## src/rtl/databus_pkg.sv

```systemverilog
// Front-end shared types: exception codes, text-segment bounds and opcode decode.
// Pure declarations plus one combinational helper; no timing or flow control.
package databus;

    typedef enum logic [4:0] {
        EXC_NONE = 5'd0,
        EXC_ADEL = 5'd4
    } exc_code_t;

    localparam logic [31:0] TEXT_BASE  = 32'h0000_3000;
    localparam logic [31:0] TEXT_END   = 32'h0000_6FFC;
    localparam logic [31:0] HANDLER_PC = 32'h0000_4180;

    localparam logic [31:0] ERET_INSTR = 32'h4200_0018;

    localparam logic [5:0] OP_SPECIAL = 6'b000000;
    localparam logic [5:0] OP_REGIMM  = 6'b000001;
    localparam logic [5:0] OP_J       = 6'b000010;
    localparam logic [5:0] OP_JAL     = 6'b000011;
    localparam logic [5:0] OP_BEQ     = 6'b000100;
    localparam logic [5:0] OP_BNE     = 6'b000101;
    localparam logic [5:0] OP_BLEZ    = 6'b000110;
    localparam logic [5:0] OP_BGTZ    = 6'b000111;

    localparam logic [5:0] FN_JR      = 6'b001000;
    localparam logic [5:0] FN_JALR    = 6'b001001;

    // True for every instruction that owns a delay slot.
    function automatic logic is_branch(input logic [31:0] instr);
        logic [5:0] op;
        logic [5:0] fn;
        op = instr[31:26];
        fn = instr[5:0];
        case (op)
            OP_REGIMM, OP_J, OP_JAL,
            OP_BEQ, OP_BNE, OP_BLEZ, OP_BGTZ: is_branch = 1'b1;
            OP_SPECIAL: is_branch = (fn == FN_JR) || (fn == FN_JALR);
            default:    is_branch = 1'b0;
        endcase
    endfunction

endpackage

```

## src/rtl/fetch_addr_check.sv

```systemverilog
// Word-aligned address window check; purely combinational, zero latency.
// No flow control: the fault flag follows the address every cycle.
module fetch_addr_check
    import databus::*;
#(
    parameter logic [31:0] LO_ADDR = TEXT_BASE,
    parameter logic [31:0] HI_ADDR = TEXT_END
) (
    input  logic [31:0] addr,
    output logic        fault
);

    always_comb begin
        fault = (addr[1:0] != 2'b00) || (addr < LO_ADDR) || (addr > HI_ADDR);
    end

endmodule

```

## src/rtl/if_id_reg.sv

```systemverilog
// IF->ID register with AdEL check, delay-slot tagging and post-ERET squash; 1-cycle latency.
// stall holds every register; Req flushes to a handler bubble and overrides stall.
module if_id_reg
    import databus::*;
(
    input  logic        clk,
    input  logic        reset,
    input  logic        stall,
    input  logic        Req,
    input  logic [31:0] IF_PC,
    input  logic [31:0] IF_Instr,
    output logic [31:0] ID_PC,
    output logic [31:0] ID_Instr,
    output logic        ID_Valid,
    output logic        ID_BD,
    output logic [4:0]  ID_ExcCode
);

    logic      fetch_fault;
    logic      eret_in_id;
    logic      bd_next;
    logic      kill_q;
    exc_code_t exc_q;

    fetch_addr_check #(
        .LO_ADDR (TEXT_BASE),
        .HI_ADDR (TEXT_END)
    ) u_fetch_addr_check (
        .addr  (IF_PC),
        .fault (fetch_fault)
    );

    // The fetch sitting in IF while ERET occupies ID is the wrong path: it is
    // squashed as ERET advances, and kill_q marks that ID now holds the squashed slot.
    always_comb begin
        eret_in_id = ID_Valid && (ID_Instr == ERET_INSTR);
        bd_next    = ID_Valid && is_branch(ID_Instr);
    end

    always_ff @(posedge clk or posedge reset) begin
        if (reset) begin
            ID_PC    <= 32'h0;
            ID_Instr <= 32'h0;
            ID_Valid <= 1'b0;
            ID_BD    <= 1'b0;
            exc_q    <= EXC_NONE;
            kill_q   <= 1'b0;
        end else if (Req) begin
            ID_PC    <= HANDLER_PC;
            ID_Instr <= 32'h0;
            ID_Valid <= 1'b0;
            ID_BD    <= 1'b0;
            exc_q    <= EXC_NONE;
            kill_q   <= 1'b0;
        end else if (!stall) begin
            ID_PC  <= IF_PC;
            kill_q <= eret_in_id;
            if (eret_in_id) begin
                ID_Instr <= 32'h0;
                ID_Valid <= 1'b0;
                ID_BD    <= 1'b0;
                exc_q    <= EXC_NONE;
            end else if (fetch_fault) begin
                ID_Instr <= 32'h0;
                ID_Valid <= 1'b1;
                ID_BD    <= bd_next;
                exc_q    <= EXC_ADEL;
            end else begin
                ID_Instr <= IF_Instr;
                ID_Valid <= 1'b1;
                ID_BD    <= bd_next;
                exc_q    <= EXC_NONE;
            end
        end
    end

    assign ID_ExcCode = exc_q;

endmodule

```

## config.mk

```make
export PLATFORM = sky130hd
export DESIGN_NAME = if_id_reg
export DESIGN_NICKNAME = d
export VERILOG_FILES = /design/src/rtl/databus_pkg.sv /design/src/rtl/fetch_addr_check.sv /design/src/rtl/if_id_reg.sv
export SDC_FILE = /design/constraint.sdc
export NUM_CORES = 1
export LEC_CHECK = 0
export ABC_CLOCK_PERIOD_IN_PS = 2290
export BUFFER_PORTS_ARGS = -buffer_cell sky130_fd_sc_hd__buf_4
export CORE_MARGIN = 2
export CORE_UTILIZATION = 46
export CTS_CLUSTER_SIZE = 8
export DETAILED_ROUTE_END_ITERATION = 7
export MAX_ROUTING_LAYER = met4
export PLACE_DENSITY = 0.79
export REMOVE_ABC_BUFFERS = 1
export SLEW_MARGIN = 0
export SYNTH_ARGS = -nofsm -noshare
export SYNTH_HDL_FRONTEND = slang
export SYNTH_SLANG_ARGS = --single-unit
export TNS_END_PERCENT = 30
```

## constraint.sdc

```tcl
create_clock -name clk -period 2.29 [get_ports clk]
set_clock_uncertainty 0.2 [all_clocks]
set_input_delay 0 -clock clk [delete_from_list [all_inputs] [get_ports clk]]
set_output_delay 0 -clock clk [all_outputs]
set_load 0.1 [all_outputs]
```

==> results.txt, run 1 <==
Mean Syn Cell Area - 10.4 um^2
Post-layout nets - 584
crit path to - ID_Instr[12]
unrepaired setup endpoints after global routing - no
Detail Placement HPWL - 5570 um
clock group share of total power - 0.344
antenna violation net count after detailed routing - 0
share of power burned in combinational logic - 0.247
Yosys Warn Count - 0
Pwr Density - 584 nW/um^2
internal power summed over all cells - 2090 uW
Die Y-Extent - 84.6 um
synthesized instance count - 288
maximum number of pins on one net before global-route repair - 41
RD Place Congestion - 0.767
clock buffers created by TritonCTS - 9
Switch Pwr - 953 uW
final cycle utilization of the critical path - 0.888
Core Region - 6310 um^2
top library cells by usage in the layout, fill and taps aside - 140 x sky130_fd_sc_hd__buf_4, 98 x sky130_fd_sc_hd__dlygate4sd3_1, 69 x sky130_fd_sc_hd__nand2_1
Storage cell area - 1680 um^2
setup violation total in the final timing report - 0
layout filler cell count - 351
gr usage total - 0.329
multi-input logic area - 1180 um^2
endpoint required time on the critical path - 2.30 ns
netlist area before placement - 2990 um^2
Clock Sinks - 67
diode insertion count for antenna repair - 0
DIE AREA - 7160 um^2
Final Max Slew Viols - 0
reg2reg setup slack - 0.26 ns
clock tree from TritonCTS - done
max_slew headroom - 0.561
Peak Freq - 0.492 GHz
final hold slack - 0.104 ns
worst supply voltage drop on vdd - 0.408 mV
number of levels in the clock H-tree - 3
number of antenna violations at the first check in global routing - 0
critical path fanouts, max - 25
wire length per cell after detailed routing - 18.4 um
type of destination of the critical path - flop
Reg2Reg Launch Point - ID_Instr[11]
area grow syn2layout - 74.6%
number of global-route vias before repair - 3445
maxcap violations - 0
number of DRC markers in iteration 0 - 179
Setup Fix Bufs, Post-CTS - 0
global-route wire length before repair - 17600 um
distinct cell type count of the synthesized netlist - 30
worst min-delay path category - input pin to flop
count of placed standard cells in the final layout, fillers left out - 598
worst endpoint data arrival time - 2.05 ns
crit path from - ID_Instr[11]
relative contribution of sequential cells to total power - 0.408
static leakage - 0.00264 uW
worst flop-to-flop path endpoint - ID_Instr[12]
Final Critical Period - 2.03 ns
Clock Path Buffers - 2
Hold Vio Cnt, Final - 0
post-route DRC violation count - 0
Seq cells post-synth - 67
wire length after detailed routing - 11000 um
router iterations before antenna repair - 4
PortBufs - 134
Rows - 29
clock-pin transition on the worst setup and hold timing paths - 0.07 ns
total overflow reported by the global router - 0
count of vias placed by the detailed router - 3183
clock root buffer - sky130_fd_sc_hd__clkbuf_8
post-layout utilization of the core - 0.827
slew at the pin with the worst max-slew slack - 0.658 ns
share of cells above drive strength 1 - 0.307
post-detailed-route via-to-cell ratio - 5.32
Switching Fraction - 0.313
share of synthesized area occupied by flip-flops and latches - 0.561
outcome - finished, final reports clean
top-level I/O count - 139
clock latency of the later-clocked register in the worst-skew pair - 0.35 ns
leading cell type in the layout, fill and taps excluded - sky130_fd_sc_hd__buf_4
effective utilization at floorplan - 0.473
depth of the worst register-to-register path - 5
Worst Path Class, Setup - flop to flop
width of the die - 84.6 um
Setup crit start kind - flop
cell count after placement - 484
final setup TNS - 0 ns
-- cells by family after synthesis --
logic type      Yosys count  synth area share
simple gates            125             0.187
flops                    67             0.561
compound gates           40             0.105
mux                      29            0.0971
buf+inv                  26            0.0486
other cells               1           0.00125
-- state kept, by name, indices dropped and copies added, names as in the netlist --
register / count
ID_Instr: 32
ID_Valid: 1
ID_ExcCode: 1
ID_BD: 1
ID_PC: 32
-- synthesized netlist by cell type --
library cell	n	area share
sky130_fd_sc_hd__nor3_4	1	0.0054
sky130_fd_sc_hd__nor4b_2	1	0.0050
sky130_fd_sc_hd__a32o_1	1	0.0033
sky130_fd_sc_hd__conb_1	1	0.0013
sky130_fd_sc_hd__nor3b_1	1	0.0025
sky130_fd_sc_hd__buf_6	3	0.011
sky130_fd_sc_hd__and3b_1	2	0.0059
sky130_fd_sc_hd__inv_1	1	0.0013
sky130_fd_sc_hd__nand3_1	1	0.0017
sky130_fd_sc_hd__o31ai_2	1	0.0042
sky130_fd_sc_hd__and3_1	1	0.0021
sky130_fd_sc_hd__nand4_1	1	0.0021
sky130_fd_sc_hd__a21boi_0	1	0.0025
sky130_fd_sc_hd__and2_1	1	0.0021
sky130_fd_sc_hd__nor3_1	3	0.0050
sky130_fd_sc_hd__o31ai_1	32	0.080
sky130_fd_sc_hd__dfrtp_1	67	0.56
sky130_fd_sc_hd__nor4_1	8	0.017
sky130_fd_sc_hd__buf_2	8	0.013
sky130_fd_sc_hd__a211o_1	3	0.0088
sky130_fd_sc_hd__or2b_1	1	0.0025
sky130_fd_sc_hd__nor4b_1	1	0.0029
sky130_fd_sc_hd__nor2b_1	4	0.0084
sky130_fd_sc_hd__o41ai_1	1	0.0029
sky130_fd_sc_hd__buf_4	4	0.010
sky130_fd_sc_hd__clkbuf_1	10	0.013
sky130_fd_sc_hd__nand2_1	69	0.087
sky130_fd_sc_hd__o211a_1	1	0.0033
sky130_fd_sc_hd__mux2i_1	29	0.097
sky130_fd_sc_hd__nor2_1	30	0.038
-- critical path: stages (launching register included) --
cell and delay (ns):
sky130_fd_sc_hd__dfrtp_1 0.41, sky130_fd_sc_hd__nor4_1 0.39, sky130_fd_sc_hd__nand4_1 0.21, sky130_fd_sc_hd__nor3_4 0.23, sky130_fd_sc_hd__buf_4 0.30, sky130_fd_sc_hd__o31ai_1 0.16
-- timing repair --
| action | in CTS | in global routing |
|---|---|---|
| resized for setup | 0 | 0 |
| hold endpoints to repair | 95 | 0 |
| hold buffers | 98 | 0 |
| setup endpoints to repair | 0 | 0 |
-- worst min path at each step --
stage               start   endpoint  slack [ns]  depth (start not counted)
floorplan             Req   ID_PC[0]       -0.13                          1
global placement    reset  ID_PC[11]       -0.06                          2
detailed placement  reset  ID_PC[11]       -0.06                          2
CTS                 stall   ID_Valid        0.09                          2
global route        stall   ID_Valid        0.12                          2
finish              stall   ID_Valid        0.10                          2
-- power groups by stage --
stage | clock network (uW) | logic (uW) | registers [uW]
after floorplan | 0 | 123 | 1520
after global placement | 0 | 590 | 1260
after detailed placement | 0 | 595 | 1260
after CTS | 1050 | 732 | 1240
after global routing | 1120 | 786 | 1250
final | 1050 | 754 | 1240
-- stage by stage --
step | total power [uW] | setup slack [ns] | area [um^2]
final | 3050 | 0.256 | 5220
after global routing | 3150 | 0.149 | 5220
after CTS | 3020 | 0.307 | 5220
after detailed placement | 1860 | 0.313 | 4030
after global placement | 1850 | 0.381 | 4030
after floorplan | 1640 | -0.381 | 2860
-- area by class of cell --
type	count	area share
Inverter	1	0.000719
Sequential cell	67	0.321
Timing Repair Buffer	239	0.393
Clock buffer	15	0.0338
Clock inverter	1	0.00575
Tap cell	77	0.0185
Multi-Input combinational cell	198	0.227
-- routing by layer --
metal	track usage	share of wire	vias up	wire length, um
li1	-	-	1440	-
met1	0.385	0.38	1533	4160
met2	0.540	0.50	178	5550
met3	0.0836	0.088	32	974
met4	0.141	0.030	0	328
met5	-	0	-	0
Note: power is estimated with default switching activity, not from simulation.
==> run 2: changes to the inputs <==
--- a/config.mk
+++ b/config.mk
@@ -14,6 +14,7 @@
 export MAX_ROUTING_LAYER = met4
 export PLACE_DENSITY = 0.79
 export REMOVE_ABC_BUFFERS = 1
+export SETUP_SLACK_MARGIN = 0.15
 export SLEW_MARGIN = 0
 export SYNTH_ARGS = -nofsm -noshare
 export SYNTH_HDL_FRONTEND = slang
==> constraint.sdc (replaced) <==
create_clock -name clk -period 2.29 [get_ports clk]
set_clock_uncertainty 0.2 [all_clocks]
set_input_delay 0.229 -clock clk [delete_from_list [all_inputs] [get_ports clk]]
set_output_delay 0.229 -clock clk [all_outputs]
set_load 0.1 [all_outputs]
==> run 2 against run 1 <==
- flip-flop and latch count unchanged
- worst hold slack got worse by 0.080 ns
- power decreased by 5.4%
- utilization decreased by 5.7 points
- maximum frequency decreased by 1.1%
- setup slack got worse by 0.022 ns
- sequential power about the same
- combinational power decreased by 8.4%
- register-to-register slack improved by 0.10 ns
- critical path type is now input pin to flop
- critical endpoint is now ID_Instr[18]
- largest cell class unchanged
==> results.txt, run 2 (synthesized netlist as in run 1, its figures left out) <==
outcome - finished, final reports clean
reg2reg setup slack - 0.36 ns
top-level I/O count - 139
worst supply voltage drop on vdd - 0.556 mV
Place WS - 0.375 ns
Die Y-Extent - 84.6 um
largest registers ranked by flip-flop count - ID_Instr (32), ID_PC (32)
diode insertion count for antenna repair - 0
post-route setup slack - 0.234 ns
width of the die - 84.6 um
Post-layout nets - 549
number of global-route vias before repair - 3149
Setup crit start kind - input pin
antenna violation net count after detailed routing - 0
Hold Vio Cnt, Final - 0
static leakage - 0.00244 uW
area grow syn2layout - 62.5%
PortBufs - 134
Final Max Slew Viols - 0
Largest stage delay, worst path - 0.54 ns
leading cell type in the layout, fill and taps excluded - sky130_fd_sc_hd__buf_4
number of levels in the clock H-tree - 3
critical path fanouts, max - 32
cell count after placement - 485
clock tree from TritonCTS - done
share of cells above drive strength 1 - 0.335
most numerous cell on the critical path - sky130_fd_sc_hd__buf_4
clock-pin transition on the worst setup and hold timing paths - 0.07 ns
Core Region - 6310 um^2
slew at the pin with the worst max-slew slack - 0.702 ns
number of antenna violations at the first check in global routing - 0
wire length per cell after detailed routing - 17.1 um
maximum number of pins on one net before global-route repair - 38
clock latency of the later-clocked register in the worst-skew pair - 0.34 ns
max_slew headroom - 0.531
overall power of the completed layout - 2880 uW
worst min-delay path category - input pin to flop
global-route wire length before repair - 15400 um
Rows - 29
post-route DRC violation count - 0
RD Place Congestion - 0.756
clock root buffer - sky130_fd_sc_hd__clkbuf_8
clock buffers created by TritonCTS - 9
ordered cell list for the critical path - dlygate4sd3_1 > buf_4 > nor4_1 > and3_1 > nand2_1 > buf_4 > o31ai_1
wire length after detailed routing - 9650 um
Detail Placement HPWL - 5600 um
Worst Path Class, Setup - input pin to flop
Pwr Density - 594 nW/um^2
count of placed standard cells in the final layout, fillers left out - 563
post-detailed-route via-to-cell ratio - 5.24
maxcap violations - 0
worst endpoint data arrival time - 2.09 ns
Final Critical Period - 2.06 ns
number of DRC markers in iteration 0 - 188
DIE AREA - 7160 um^2
CP max stage cell - sky130_fd_sc_hd__dlygate4sd3_1
type of destination of the critical path - flop
top library cells by usage in the layout, fill and taps aside - 141 x sky130_fd_sc_hd__buf_4, 69 x sky130_fd_sc_hd__nand2_1, 67 x sky130_fd_sc_hd__dfrtp_1
router iterations before antenna repair - 4
endpoint required time on the critical path - 2.32 ns
Clock Path Buffers - 2
count of vias placed by the detailed router - 2949
Clock Sinks - 67
final cycle utilization of the critical path - 0.898
Peak Freq - 0.486 GHz
total overflow reported by the global router - 0
effective utilization at floorplan - 0.473
gr usage total - 0.283
unrepaired setup endpoints after global routing - yes
setup violation total in the final timing report - 0
-- run 2: path summary, 6_finish.rpt --
| kind | start | endpoint | cells after the start |
|---|---|---|---|
| max | IF_PC[0] | ID_Instr[18] | 7 |
| min | IF_PC[7] | ID_PC[7] | 3 |
| max reg2reg | ID_Instr[10] | ID_Instr[15] | 5 |
| min reg2reg | ID_PC[7] | ID_PC[7] | 1 |
| max in group asynchronous | reset | ID_Instr[8] | 4 |
| min in group asynchronous | reset | ID_PC[1] | 3 |
-- run 2: worst max-delay path: cells and delay by family --
family | cells | cell delay [ns]
buffers and inverters | 3 | 0.93
and+or+nand+nor | 3 | 0.61
AOI/OAI and AO/OA | 1 | 0.32
-- run 2: power breakdown --
group	internal, uW	leakage [uW]	switching [uW]
sequential	1220	0.000902	21.8
combinational	237	0.00144	455
clock	512	0.0000997	440
-- run 2: area by class of cell --
type | count | area [um^2]
Timing Repair Buffer | 204 | 1700
Sequential cell | 67 | 1680
Fill cell | 396 | 1460
Multi-Input combinational cell | 198 | 1190
Clock buffer | 15 | 186
Tap cell | 77 | 96.3
Clock inverter | 1 | 5.00
Inverter | 1 | 3.75
-- run 2: what timing repair did --
item / in CTS / in global routing
resized for setup: 0 / 1
setup buffers: 0 / 0
hold endpoints to repair: 92 / 0
endpoints found under the setup margin: 0 / 5
hold buffers: 62 / 0
-- run 2: layer usage --
metal / share of wire / vias up / GRT usage
met5: 0 / - / -
met4: 0.013 / 0 / 0.104
met3: 0.075 / 12 / 0.0541
met2: 0.51 / 134 / 0.487
met1: 0.40 / 1430 / 0.329
li1: - / 1373 / -
-- run 2: through the flow --
| stage | utilization | instance area, um^2 | hold slack (ns) | setup TNS, ns |
|---|---|---|---|---|
| floorplan | - | 2860 | 0.0954 | -12.84 |
| global placement | 0.640 | 4040 | 0.167 | 0 |
| detailed placement | 0.640 | 4040 | 0.186 | 0 |
| CTS | 0.768 | 4850 | 0.00554 | 0 |
| global route | 0.769 | 4860 | 0.0377 | 0 |
| finish | 0.769 | 4860 | 0.0237 | 0 |
==> run 3: changes to the inputs <==
--- a/config.mk
+++ b/config.mk
@@ -5,7 +5,7 @@
 export SDC_FILE = /design/constraint.sdc
 export NUM_CORES = 1
 export LEC_CHECK = 0
-export ABC_CLOCK_PERIOD_IN_PS = 2290
+export ABC_CLOCK_PERIOD_IN_PS = 2300
 export BUFFER_PORTS_ARGS = -buffer_cell sky130_fd_sc_hd__buf_4
 export CORE_MARGIN = 2
 export CORE_UTILIZATION = 46
==> constraint.sdc (replaced) <==
create_clock -name clk -period 2.3 [get_ports clk]
set_clock_uncertainty 0.2 [all_clocks]
set_input_delay 0.23 -clock clk [delete_from_list [all_inputs] [get_ports clk]]
set_output_delay 0.23 -clock clk [all_outputs]
set_load 0.1 [all_outputs]
==> run 3 against run 2 <==
- via count shrank 0.27%
- non-clock buffer count is 1 higher
- global-route usage fell by 0.88 points
- critical endpoint is now ID_Instr[17]
- highest routed layer unchanged
==> results.txt, run 3 (synthesized netlist as in run 1, its figures left out) <==
unrepaired setup endpoints after global routing - yes
width of the die - 84.6 um
Core Region - 6310 um^2
diode insertion count for antenna repair - 0
number of levels in the clock H-tree - 3
post-detailed-route via-to-cell ratio - 5.21
clock latency of the later-clocked register in the worst-skew pair - 0.34 ns
Clock Path Buffers - 2
worst supply voltage drop on vdd - 0.472 mV
ordered cell list for the critical path - dlygate4sd3_1 > buf_4 > nor4_2 > o211a_1 > nand2_1 > buf_4 > o31ai_1
cell count after placement - 486
type of destination of the critical path - flop
total overflow reported by the global router - 0
number of antenna violations at the first check in global routing - 0
Pwr Density - 576 nW/um^2
number of global-route vias before repair - 3021
setup violation total in the final timing report - 0
RD Place Congestion - 0.765
global-route wire length before repair - 14800 um
endpoint required time on the critical path - 2.34 ns
maximum number of pins on one net before global-route repair - 68
number of DRC markers in iteration 0 - 123
final hold slack - 0.0166 ns
Post-layout nets - 550
post-route DRC violation count - 0
worst endpoint data arrival time - 2.10 ns
clock-pin transition on the worst setup and hold timing paths - 0.07 ns
antenna violation net count after detailed routing - 0
Final Critical Period - 2.06 ns
Peak Freq - 0.485 GHz
CP max stage cell - sky130_fd_sc_hd__dlygate4sd3_1
router iterations before antenna repair - 4
outcome - finished, final reports clean
layout filler cell count - 410
clock buffers created by TritonCTS - 9
wire length per cell after detailed routing - 16.3 um
Clock Sinks - 67
DIE AREA - 7160 um^2
maxcap violations - 0
top-level I/O count - 139
Hold Vio Cnt, Final - 0
static leakage - 0.00244 uW
largest registers ranked by flip-flop count - ID_Instr (32), ID_PC (32)
worst min-delay path category - input pin to flop
most numerous cell on the critical path - sky130_fd_sc_hd__buf_4
clock tree from TritonCTS - done
count of placed standard cells in the final layout, fillers left out - 564
Die Y-Extent - 84.6 um
final cycle utilization of the critical path - 0.896
effective utilization at floorplan - 0.473
gr usage total - 0.274
critical path fanouts, max - 32
Detail Placement HPWL - 5750 um
count of vias placed by the detailed router - 2941
Place WS - 0.350 ns
Setup crit start kind - input pin
Final Max Slew Viols - 0
post-layout utilization of the core - 0.770
area grow syn2layout - 62.7%
post-route setup slack - 0.238 ns
share of cells above drive strength 1 - 0.337
sum of buffers and inverters on the critical path - 3
final setup TNS - 0 ns
PortBufs - 134
Largest stage delay, worst path - 0.55 ns
top cell family by delay on the critical path - buffers and inverters
Worst Path Class, Setup - input pin to flop
top library cells by usage in the layout, fill and taps aside - 141 x sky130_fd_sc_hd__buf_4, 69 x sky130_fd_sc_hd__nand2_1, 67 x sky130_fd_sc_hd__dfrtp_1
clock root buffer - sky130_fd_sc_hd__clkbuf_8
leading cell type in the layout, fill and taps excluded - sky130_fd_sc_hd__buf_4
Rows - 29
wire length after detailed routing - 9190 um
run 3: changes by cell type in the layout (fill, tap and decap cells not counted):
cell and delta:
sky130_fd_sc_hd__nor4_1 -1, sky130_fd_sc_hd__clkinv_2 +1, sky130_fd_sc_hd__clkbuf_8 -2, sky130_fd_sc_hd__nor4_2 +1, sky130_fd_sc_hd__clkbuf_1 +1, sky130_fd_sc_hd__buf_12 +1
run 3: metrics by stage:
step | instance area (um^2) | total power (uW)
final | 4860 | 2800
after global routing | 4860 | 2910
after CTS | 4850 | 2810
after detailed placement | 4060 | 1850
after global placement | 4060 | 1840
after floorplan | 2860 | 1630
run 3: area by class of cell:
class,instances,area (um^2),area share
Timing Repair Buffer,205,1720,0.353
Sequential cell,67,1680,0.345
Multi-Input combinational cell,198,1190,0.246
Clock buffer,14,163,0.0334
Tap cell,77,96.3,0.0198
Clock inverter,2,10.0,0.00206
Inverter,1,3.75,0.000772
run 3: routing by layer:
metal	track usage	share of wire	routed length, um
met5	-	0	0
met2	0.435	0.48	4430
met4	0.0808	0.021	189
met3	0.0944	0.087	799
met1	0.334	0.41	3770
run 3: tightest hold or removal path, stage by stage:
cell                      delay, ns
sky130_fd_sc_hd__buf_4         0.08
sky130_fd_sc_hd__nor2b_1       0.12
sky130_fd_sc_hd__a211o_1       0.11
run 3: final timing paths:
path,start,endpoint,slack (ns),depth (start not counted)
hold / removal,IF_PC[8],ID_PC[8],0.02,3
setup / recovery,IF_PC[1],ID_Instr[17],0.24,7
hold reg to reg,ID_ExcCode[2],ID_ExcCode[2],0.28,2
setup reg to reg,ID_Instr[10],ID_Instr[17],0.34,5
min in group asynchronous,reset,ID_PC[10],0.31,4
max in group asynchronous,reset,ID_Instr[26],1.28,4
run 3: repair_timing:
| action | CTS | global route |
|---|---|---|
| setup buffers | 0 | 0 |
| setup endpoints to repair | 0 | 19 |
| endpoints found under the hold margin | 128 | 0 |
| gates resized for setup | 0 | 2 |
| hold buffers | 62 | 0 |
run 3: where the power goes:
part	internal, uW	switching [uW]	total (uW)
Sequential	1210	20.0	1230
Clock	448	431	879
Combinational	238	451	689
